==> src/rtl/core_mem_arb_pkg.sv <==
// Shared types and width defaults for the core imem/dmem memory-port arbiter.
package core_mem_arb_pkg;

  typedef enum logic {
    OWN_IMEM = 1'b0,
    OWN_DMEM = 1'b1
  } owner_t;

  localparam int ADDR_W_DEF    = 64;
  localparam int DATA_W_DEF    = 64;
  localparam int STRB_W_DEF    = 8;
  localparam int PRV_W_DEF     = 2;
  localparam int MAX_OUTST_DEF = 2;
  localparam int CNT_W_DEF     = $clog2(MAX_OUTST_DEF + 1);

  // Counter width able to hold 0..n inclusive.
  function automatic int cnt_w(input int n);
    return $clog2(n + 1);
  endfunction

endpackage

==> src/rtl/core_mem_arb_owner_fifo.sv <==
// 1-bit synchronous FIFO recording which requester owns each in-flight transaction.
module core_mem_arb_owner_fifo
  import core_mem_arb_pkg::*;
#(
  parameter int DEPTH = MAX_OUTST_DEF,
  parameter int CNT_W = cnt_w(DEPTH)
) (
  input  logic             clk,
  input  logic             rst,
  input  logic             push,
  input  logic             pop,
  input  logic             din,
  output logic             full,
  output logic             empty,
  output logic             head,
  output logic [CNT_W-1:0] count
);

  localparam int PTR_W = (DEPTH > 1) ? $clog2(DEPTH) : 1;

  logic [DEPTH-1:0] mem_q, mem_d;
  logic [PTR_W-1:0] wr_q, wr_d, rd_q, rd_d;
  logic [CNT_W-1:0] cnt_q, cnt_d;
  logic             push_ok, pop_ok;

  function automatic logic [PTR_W-1:0] nxt(input logic [PTR_W-1:0] p);
    return (p == PTR_W'(DEPTH - 1)) ? '0 : p + PTR_W'(1);
  endfunction

  assign full  = (cnt_q == CNT_W'(DEPTH));
  assign empty = (cnt_q == '0);
  assign head  = mem_q[rd_q];
  assign count = cnt_q;

  always_comb begin
    push_ok = push && !full;
    pop_ok  = pop && !empty;
    mem_d   = mem_q;
    wr_d    = wr_q;
    rd_d    = rd_q;
    cnt_d   = cnt_q;
    if (push_ok) begin
      mem_d[wr_q] = din;
      wr_d        = nxt(wr_q);
    end
    if (pop_ok) rd_d = nxt(rd_q);
    case ({push_ok, pop_ok})
      2'b10:   cnt_d = cnt_q + CNT_W'(1);
      2'b01:   cnt_d = cnt_q - CNT_W'(1);
      default: cnt_d = cnt_q;
    endcase
  end

  always_ff @(posedge clk) begin
    if (rst) begin
      mem_q <= '0;
      wr_q  <= '0;
      rd_q  <= '0;
      cnt_q <= '0;
    end else begin
      mem_q <= mem_d;
      wr_q  <= wr_d;
      rd_q  <= rd_d;
      cnt_q <= cnt_d;
    end
  end

endmodule

==> src/rtl/core_mem_arbiter.sv <==
// Round-robin arbiter sharing one memory port between fetch (imem) and load/store (dmem),
// with a grant lock while a request stalls and in-order response routing by owner.
module core_mem_arbiter
  import core_mem_arb_pkg::*;
#(
  parameter int ADDR_W    = ADDR_W_DEF,
  parameter int DATA_W    = DATA_W_DEF,
  parameter int STRB_W    = STRB_W_DEF,
  parameter int PRV_W     = PRV_W_DEF,
  parameter int MAX_OUTST = MAX_OUTST_DEF
) (
  input  logic              g_clk,
  input  logic              g_reset,

  input  logic              imem_req,
  input  logic              imem_rtype,
  input  logic              imem_wen,
  input  logic [ADDR_W-1:0] imem_addr,
  input  logic [STRB_W-1:0] imem_strb,
  input  logic [DATA_W-1:0] imem_wdata,
  input  logic [PRV_W-1:0]  imem_prv,
  output logic              imem_gnt,
  output logic              imem_rsp,
  output logic              imem_err,
  output logic [DATA_W-1:0] imem_rdata,

  input  logic              dmem_req,
  input  logic              dmem_rtype,
  input  logic              dmem_wen,
  input  logic [ADDR_W-1:0] dmem_addr,
  input  logic [STRB_W-1:0] dmem_strb,
  input  logic [DATA_W-1:0] dmem_wdata,
  input  logic [PRV_W-1:0]  dmem_prv,
  output logic              dmem_gnt,
  output logic              dmem_rsp,
  output logic              dmem_err,
  output logic [DATA_W-1:0] dmem_rdata,

  output logic              mem_req,
  output logic              mem_rtype,
  output logic [ADDR_W-1:0] mem_addr,
  output logic              mem_wen,
  output logic [STRB_W-1:0] mem_strb,
  output logic [DATA_W-1:0] mem_wdata,
  output logic [PRV_W-1:0]  mem_prv,
  input  logic              mem_gnt,
  input  logic              mem_rsp,
  input  logic              mem_err,
  input  logic [DATA_W-1:0] mem_rdata,

  output logic              arb_proto_err
);

  localparam int CNT_W = cnt_w(MAX_OUTST);

  owner_t           sel, head_own;
  owner_t           last_q, last_d, lock_own_q, lock_own_d;
  logic             lock_q, lock_d;
  logic             proto_err_q, proto_err_d;
  logic             sel_req, accept, rsp_hit;
  logic             fifo_full, fifo_empty, fifo_head;
  logic [CNT_W-1:0] outst_cnt;

  always_comb begin
    sel = OWN_IMEM;
    if (lock_q)                     sel = lock_own_q;
    else if (imem_req && dmem_req)  sel = (last_q == OWN_IMEM) ? OWN_DMEM : OWN_IMEM;
    else if (dmem_req)              sel = OWN_DMEM;
    sel_req = (sel == OWN_DMEM) ? dmem_req : imem_req;
  end

  // Full is judged on the registered count only, so a same-cycle response never feeds mem_req.
  assign mem_req  = !g_reset && !fifo_full && sel_req;
  assign accept   = mem_req && mem_gnt;
  assign imem_gnt = accept && (sel == OWN_IMEM);
  assign dmem_gnt = accept && (sel == OWN_DMEM);

  always_comb begin
    mem_rtype = 1'b0;
    mem_addr  = '0;
    mem_wen   = 1'b0;
    mem_strb  = '0;
    mem_wdata = '0;
    mem_prv   = '0;
    if (mem_req) begin
      if (sel == OWN_DMEM) begin
        mem_rtype = dmem_rtype;
        mem_addr  = dmem_addr;
        mem_wen   = dmem_wen;
        mem_strb  = dmem_strb;
        mem_wdata = dmem_wdata;
        mem_prv   = dmem_prv;
      end else begin
        mem_rtype = imem_rtype;
        mem_addr  = imem_addr;
        mem_wen   = imem_wen;
        mem_strb  = imem_strb;
        mem_wdata = imem_wdata;
        mem_prv   = imem_prv;
      end
    end
  end

  always_comb begin
    lock_d      = lock_q;
    lock_own_d  = lock_own_q;
    last_d      = last_q;
    if (accept) begin
      lock_d = 1'b0;
      last_d = sel;
    end else if (mem_req) begin
      lock_d     = 1'b1;
      lock_own_d = sel;
    end
    proto_err_d = proto_err_q || (mem_rsp && (outst_cnt == '0));
  end

  always_ff @(posedge g_clk) begin
    if (g_reset) begin
      lock_q      <= 1'b0;
      lock_own_q  <= OWN_IMEM;
      last_q      <= OWN_IMEM;
      proto_err_q <= 1'b0;
    end else begin
      lock_q      <= lock_d;
      lock_own_q  <= lock_own_d;
      last_q      <= last_d;
      proto_err_q <= proto_err_d;
    end
  end

  assign arb_proto_err = proto_err_q;

  core_mem_arb_owner_fifo #(
    .DEPTH (MAX_OUTST),
    .CNT_W (CNT_W)
  ) u_owner_fifo (
    .clk   (g_clk),
    .rst   (g_reset),
    .push  (accept),
    .pop   (mem_rsp),
    .din   (sel),
    .full  (fifo_full),
    .empty (fifo_empty),
    .head  (fifo_head),
    .count (outst_cnt)
  );

  assign head_own   = owner_t'(fifo_head);
  assign rsp_hit    = !g_reset && mem_rsp && !fifo_empty;
  assign imem_rsp   = rsp_hit && (head_own == OWN_IMEM);
  assign dmem_rsp   = rsp_hit && (head_own == OWN_DMEM);
  assign imem_err   = imem_rsp && mem_err;
  assign dmem_err   = dmem_rsp && mem_err;
  assign imem_rdata = imem_rsp ? mem_rdata : '0;
  assign dmem_rdata = dmem_rsp ? mem_rdata : '0;

endmodule

==> config.mk <==
export PLATFORM = sky130hd
export DESIGN_NAME = core_mem_arbiter
export DESIGN_NICKNAME = d
export VERILOG_FILES = /design/src/rtl/core_mem_arb_pkg.sv /design/src/rtl/core_mem_arb_owner_fifo.sv /design/src/rtl/core_mem_arbiter.sv
export SDC_FILE = /design/constraint.sdc
export NUM_CORES = 1
export LEC_CHECK = 0
export ABC_AREA = 1
export BUFFER_PORTS_ARGS = -buffer_cell sky130_fd_sc_hd__buf_4
export CAP_MARGIN = 15
export CORE_AREA = 5 5 240 242
export DETAILED_ROUTE_END_ITERATION = 10
export DIE_AREA = 0 0 245 247
export PLACE_DENSITY = 0.39
export SYNTH_ARGS = -nofsm -noshare
export SYNTH_HDL_FRONTEND = slang
export SYNTH_SLANG_ARGS = --single-unit
==> constraint.sdc <==
create_clock -name g_clk -period 1.7 [get_ports g_clk]
set_clock_uncertainty 0.2 [all_clocks]
set_input_delay 0.17 -clock g_clk [delete_from_list [all_inputs] [get_ports g_clk]]
set_output_delay 0.17 -clock g_clk [all_outputs]
set_load 0.01 [all_outputs]
==> impl_metrics.env <==
export IMPL_dr_total_vias=7405
export IMPL_grt_max_degree=33
export IMPL_path_delay_family="buffers and inverters"
export IMPL_dp_worst_setup_slack_ps=-234
export IMPL_place_congestion=0.889
export IMPL_cpPeakStageDelay_ps=340
export IMPL_cp_common_cell="buf_12"
export IMPL_fillerInstances=6311
export IMPL_first_iter_violations=338
export IMPL_wl_per_cell_um=15.6
export IMPL_synthAdderAreaFrac_pct=0.373
export IMPL_worst_setup_path_end_kind="output pin"
export IMPL_syn_nets=1107
export IMPL_grt_usage_pct=8.96
export IMPL_ys_types=21
export IMPL_drcViolationCount=0
export IMPL_crit_required_ps=1330
export IMPL_finalMaxSlewViolations=0
export IMPL_crit_path_top_delay_cell="dfxtp_2"
export IMPL_synth_compound_area_share_pct=23.2
export IMPL_vias_per_cell=3.47
export IMPL_hold_class="in -> reg"
export IMPL_start_util_pct=6.12
export IMPL_drive_gt1_share_pct=60.9
export IMPL_core_um2=54900
export IMPL_grt_setup_unrepaired="yes"
export IMPL_setup_ws_ps=-424
export IMPL_outcome="finished with violations"
export IMPL_clockRootBuffer="clkbuf_16"
export IMPL_port_buffers=626
export IMPL_p_per_area_nw_per_um2=475
export IMPL_p_leak_nw=5.78
export IMPL_cts_hold_buf=0
export IMPL_stdcell_count=2137
export IMPL_dp_cells=2110
export IMPL_ys_ff_latch=10
export IMPL_clkSinkCount=10
export IMPL_violations="hold timing, setup timing"
export IMPL_cp_start_kind="flop"
export IMPL_setup_tns_ps=-74020
export IMPL_wl_um=33300
export IMPL_numCtsBuffers=3
export IMPL_syn_to_final_growth_pct=223
export IMPL_seqCellArea_um2=204
export IMPL_timing_hold_ws_ps=-7.29
export IMPL_drv_cap=0
export IMPL_clk_latency_ps=230
export IMPL_crit_path_cell_trace="nand2_2 -> inv_2 -> a21oi_4 -> buf_12 -> buf_16 -> buf_12 -> buf_12 -> nand2_1 -> a21oi_2 -> buf_4"
export IMPL_antenna_left=0
export IMPL_fin_crit_sh_pct=125
export IMPL_drt_pass1_iterations=6
export IMPL_grt_pass1_wl_um=43000
export IMPL_syn_area_per_cell_um2=4.45
export IMPL_syn_inst=755
export IMPL_yosys_warnings=0
export IMPL_ir_drop_mv=0.316
export IMPL_multi_input_area_um2=3060
export IMPL_antenna_found_initial=0
export IMPL_hpwl_um=26800
export IMPL_synth_top_family_by_area="simple AND/OR/NAND/NOR gates"
export IMPL_synth_area_mux_share_pct=0
export IMPL_cp_data_arrival_time_ps=1750
export IMPL_max_freq_mhz=471
export IMPL_overflow=0
export IMPL_m1WireLength_um=13600
export IMPL_dr_max_layer_used="met4"
export IMPL_slew_headroom_pct=80.7
export IMPL_path_class="reg -> out"
export IMPL_htree_levels=1
export IMPL_synth_xor_area_share_pct=0.261
export IMPL_die_area_um2=60500
export IMPL_final_hold_viol_count=1
export IMPL_ys_seq_area_share_pct=5.96
export IMPL_p_total_mw=5.15
export IMPL_placementRows=86
export IMPL_fin_crit_ps=2120
export IMPL_synth_area_um2=3360
export IMPL_path_max_fanout=12
export IMPL_die_w_um=245
export IMPL_wl_met2_um=17000
export IMPL_grt_pass1_vias=7231
export IMPL_clk_pin_slew_ps=40
export IMPL_io_pins=627
export IMPL_max_slew_worst_pin_slew_ps=288
export IMPL_setup_viol=278
export IMPL_die_h_um=247
export IMPL_final_core_util_pct=19.8
export IMPL_final_cell_area_um2=10800
export IMPL_tritoncts="yes"
export IMPL_nets=1785
export IMPL_cts_max_path_buffers=2
export IMPL_synthSimpleGateAreaFrac_pct=51.0
export IMPL_dr_wl_met3_um=2360
export IMPL_place_area_um2=9530
export IMPL_cp_num_buf_inv=6
-- power by group --
part	total, mW	internal [mW]	switching [mW]
Sequential	0.311	0.278	0.0324
Clock	0.463	0.354	0.110
Combinational	4.38	2.28	2.10
-- worst min-delay path: stages --
cell and delay (ps):
buf_4 90, a21oi_1 60, nor2_1 70
-- synth_stat cells, drive strengths merged --
library cell / instances / area (um2)
nand3: 3 / 15.0
inv: 83 / 312
nand4: 3 / 18.8
clkbuf: 20 / 75.1
xor2: 1 / 8.76
buf: 39 / 259
o21bai: 1 / 7.51
dfxtp: 10 / 200
a21oi: 147 / 747
o21ai: 5 / 25.0
ha: 1 / 12.5
nand3b: 1 / 7.51
nor2: 145 / 557
nand2: 296 / 1110
-- sequential cells by signal (all words and copies together) (netlist names) --
signal	count
u_owner_fifo.wr_q	1
u_owner_fifo.mem_q	2
u_owner_fifo.count	2
arb_proto_err	1
lock_own_q	1
last_q	1
lock_q	1
u_owner_fifo.rd_q	1
-- routing by layer --
| metal | vias to the layer above | GRT usage, % |
|---|---|---|
| li1 | 3658 | - |
| met1 | 3377 | 11.5 |
| met2 | 343 | 16.2 |
| met3 | 27 | 1.68 |
| met4 | 0 | 0.924 |
| met5 | - | 0 |
-- what timing repair did --
item                       in CTS  in global routing
cloned                          5                 10
pin swaps                       3                 18
resized for setup              96                129
buffers inserted                2                  6
setup endpoints to repair     281                280
-- layout by cell type, fill, tap and decap left out, drive strengths merged --
master    n
nand4     3
dfxtp    10
clkinv    1
a21oi   147
nor2    145
buf     722
o21bai    1
o21ai     5
xor2      1
nand3     3
bufbuf    2
diode     1
inv      82
nand3b    1
nand2   296
ha        1
clkbuf   12
-- path summary, 6_finish.rpt --
check | end | cells past startpoint | slack [ps] | startpoint
worst max-delay path | mem_wdata[47] | 10 | -420 | lock_q
worst min-delay path | arb_proto_err | 3 | -7 | mem_rsp
worst min register to register | last_q | 2 | 240 | last_q
worst max register to register | u_owner_fifo.count[1] | 12 | -130 | lock_q
-- area by class of cell --
cell class | count | share of cell area, %
multi-input combinational | 603 | 28.2
timing repair buffer | 732 | 58.0
sequential | 10 | 1.88
tap | 704 | 8.12
antenna | 1 | 0.0231
clock buffer | 4 | 0.819
inverter | 83 | 3.01
-- kinds of logic after synthesis --
group	after synthesis
AND/OR/NAND/NOR	448
AO/OA/AOI/OAI	153
buffers and inverters	142
flip-flops	10
XOR/XNOR	1
adder cells (fa/ha/maj)	1
No activity file was read; power rests on OpenSTA's default activity.
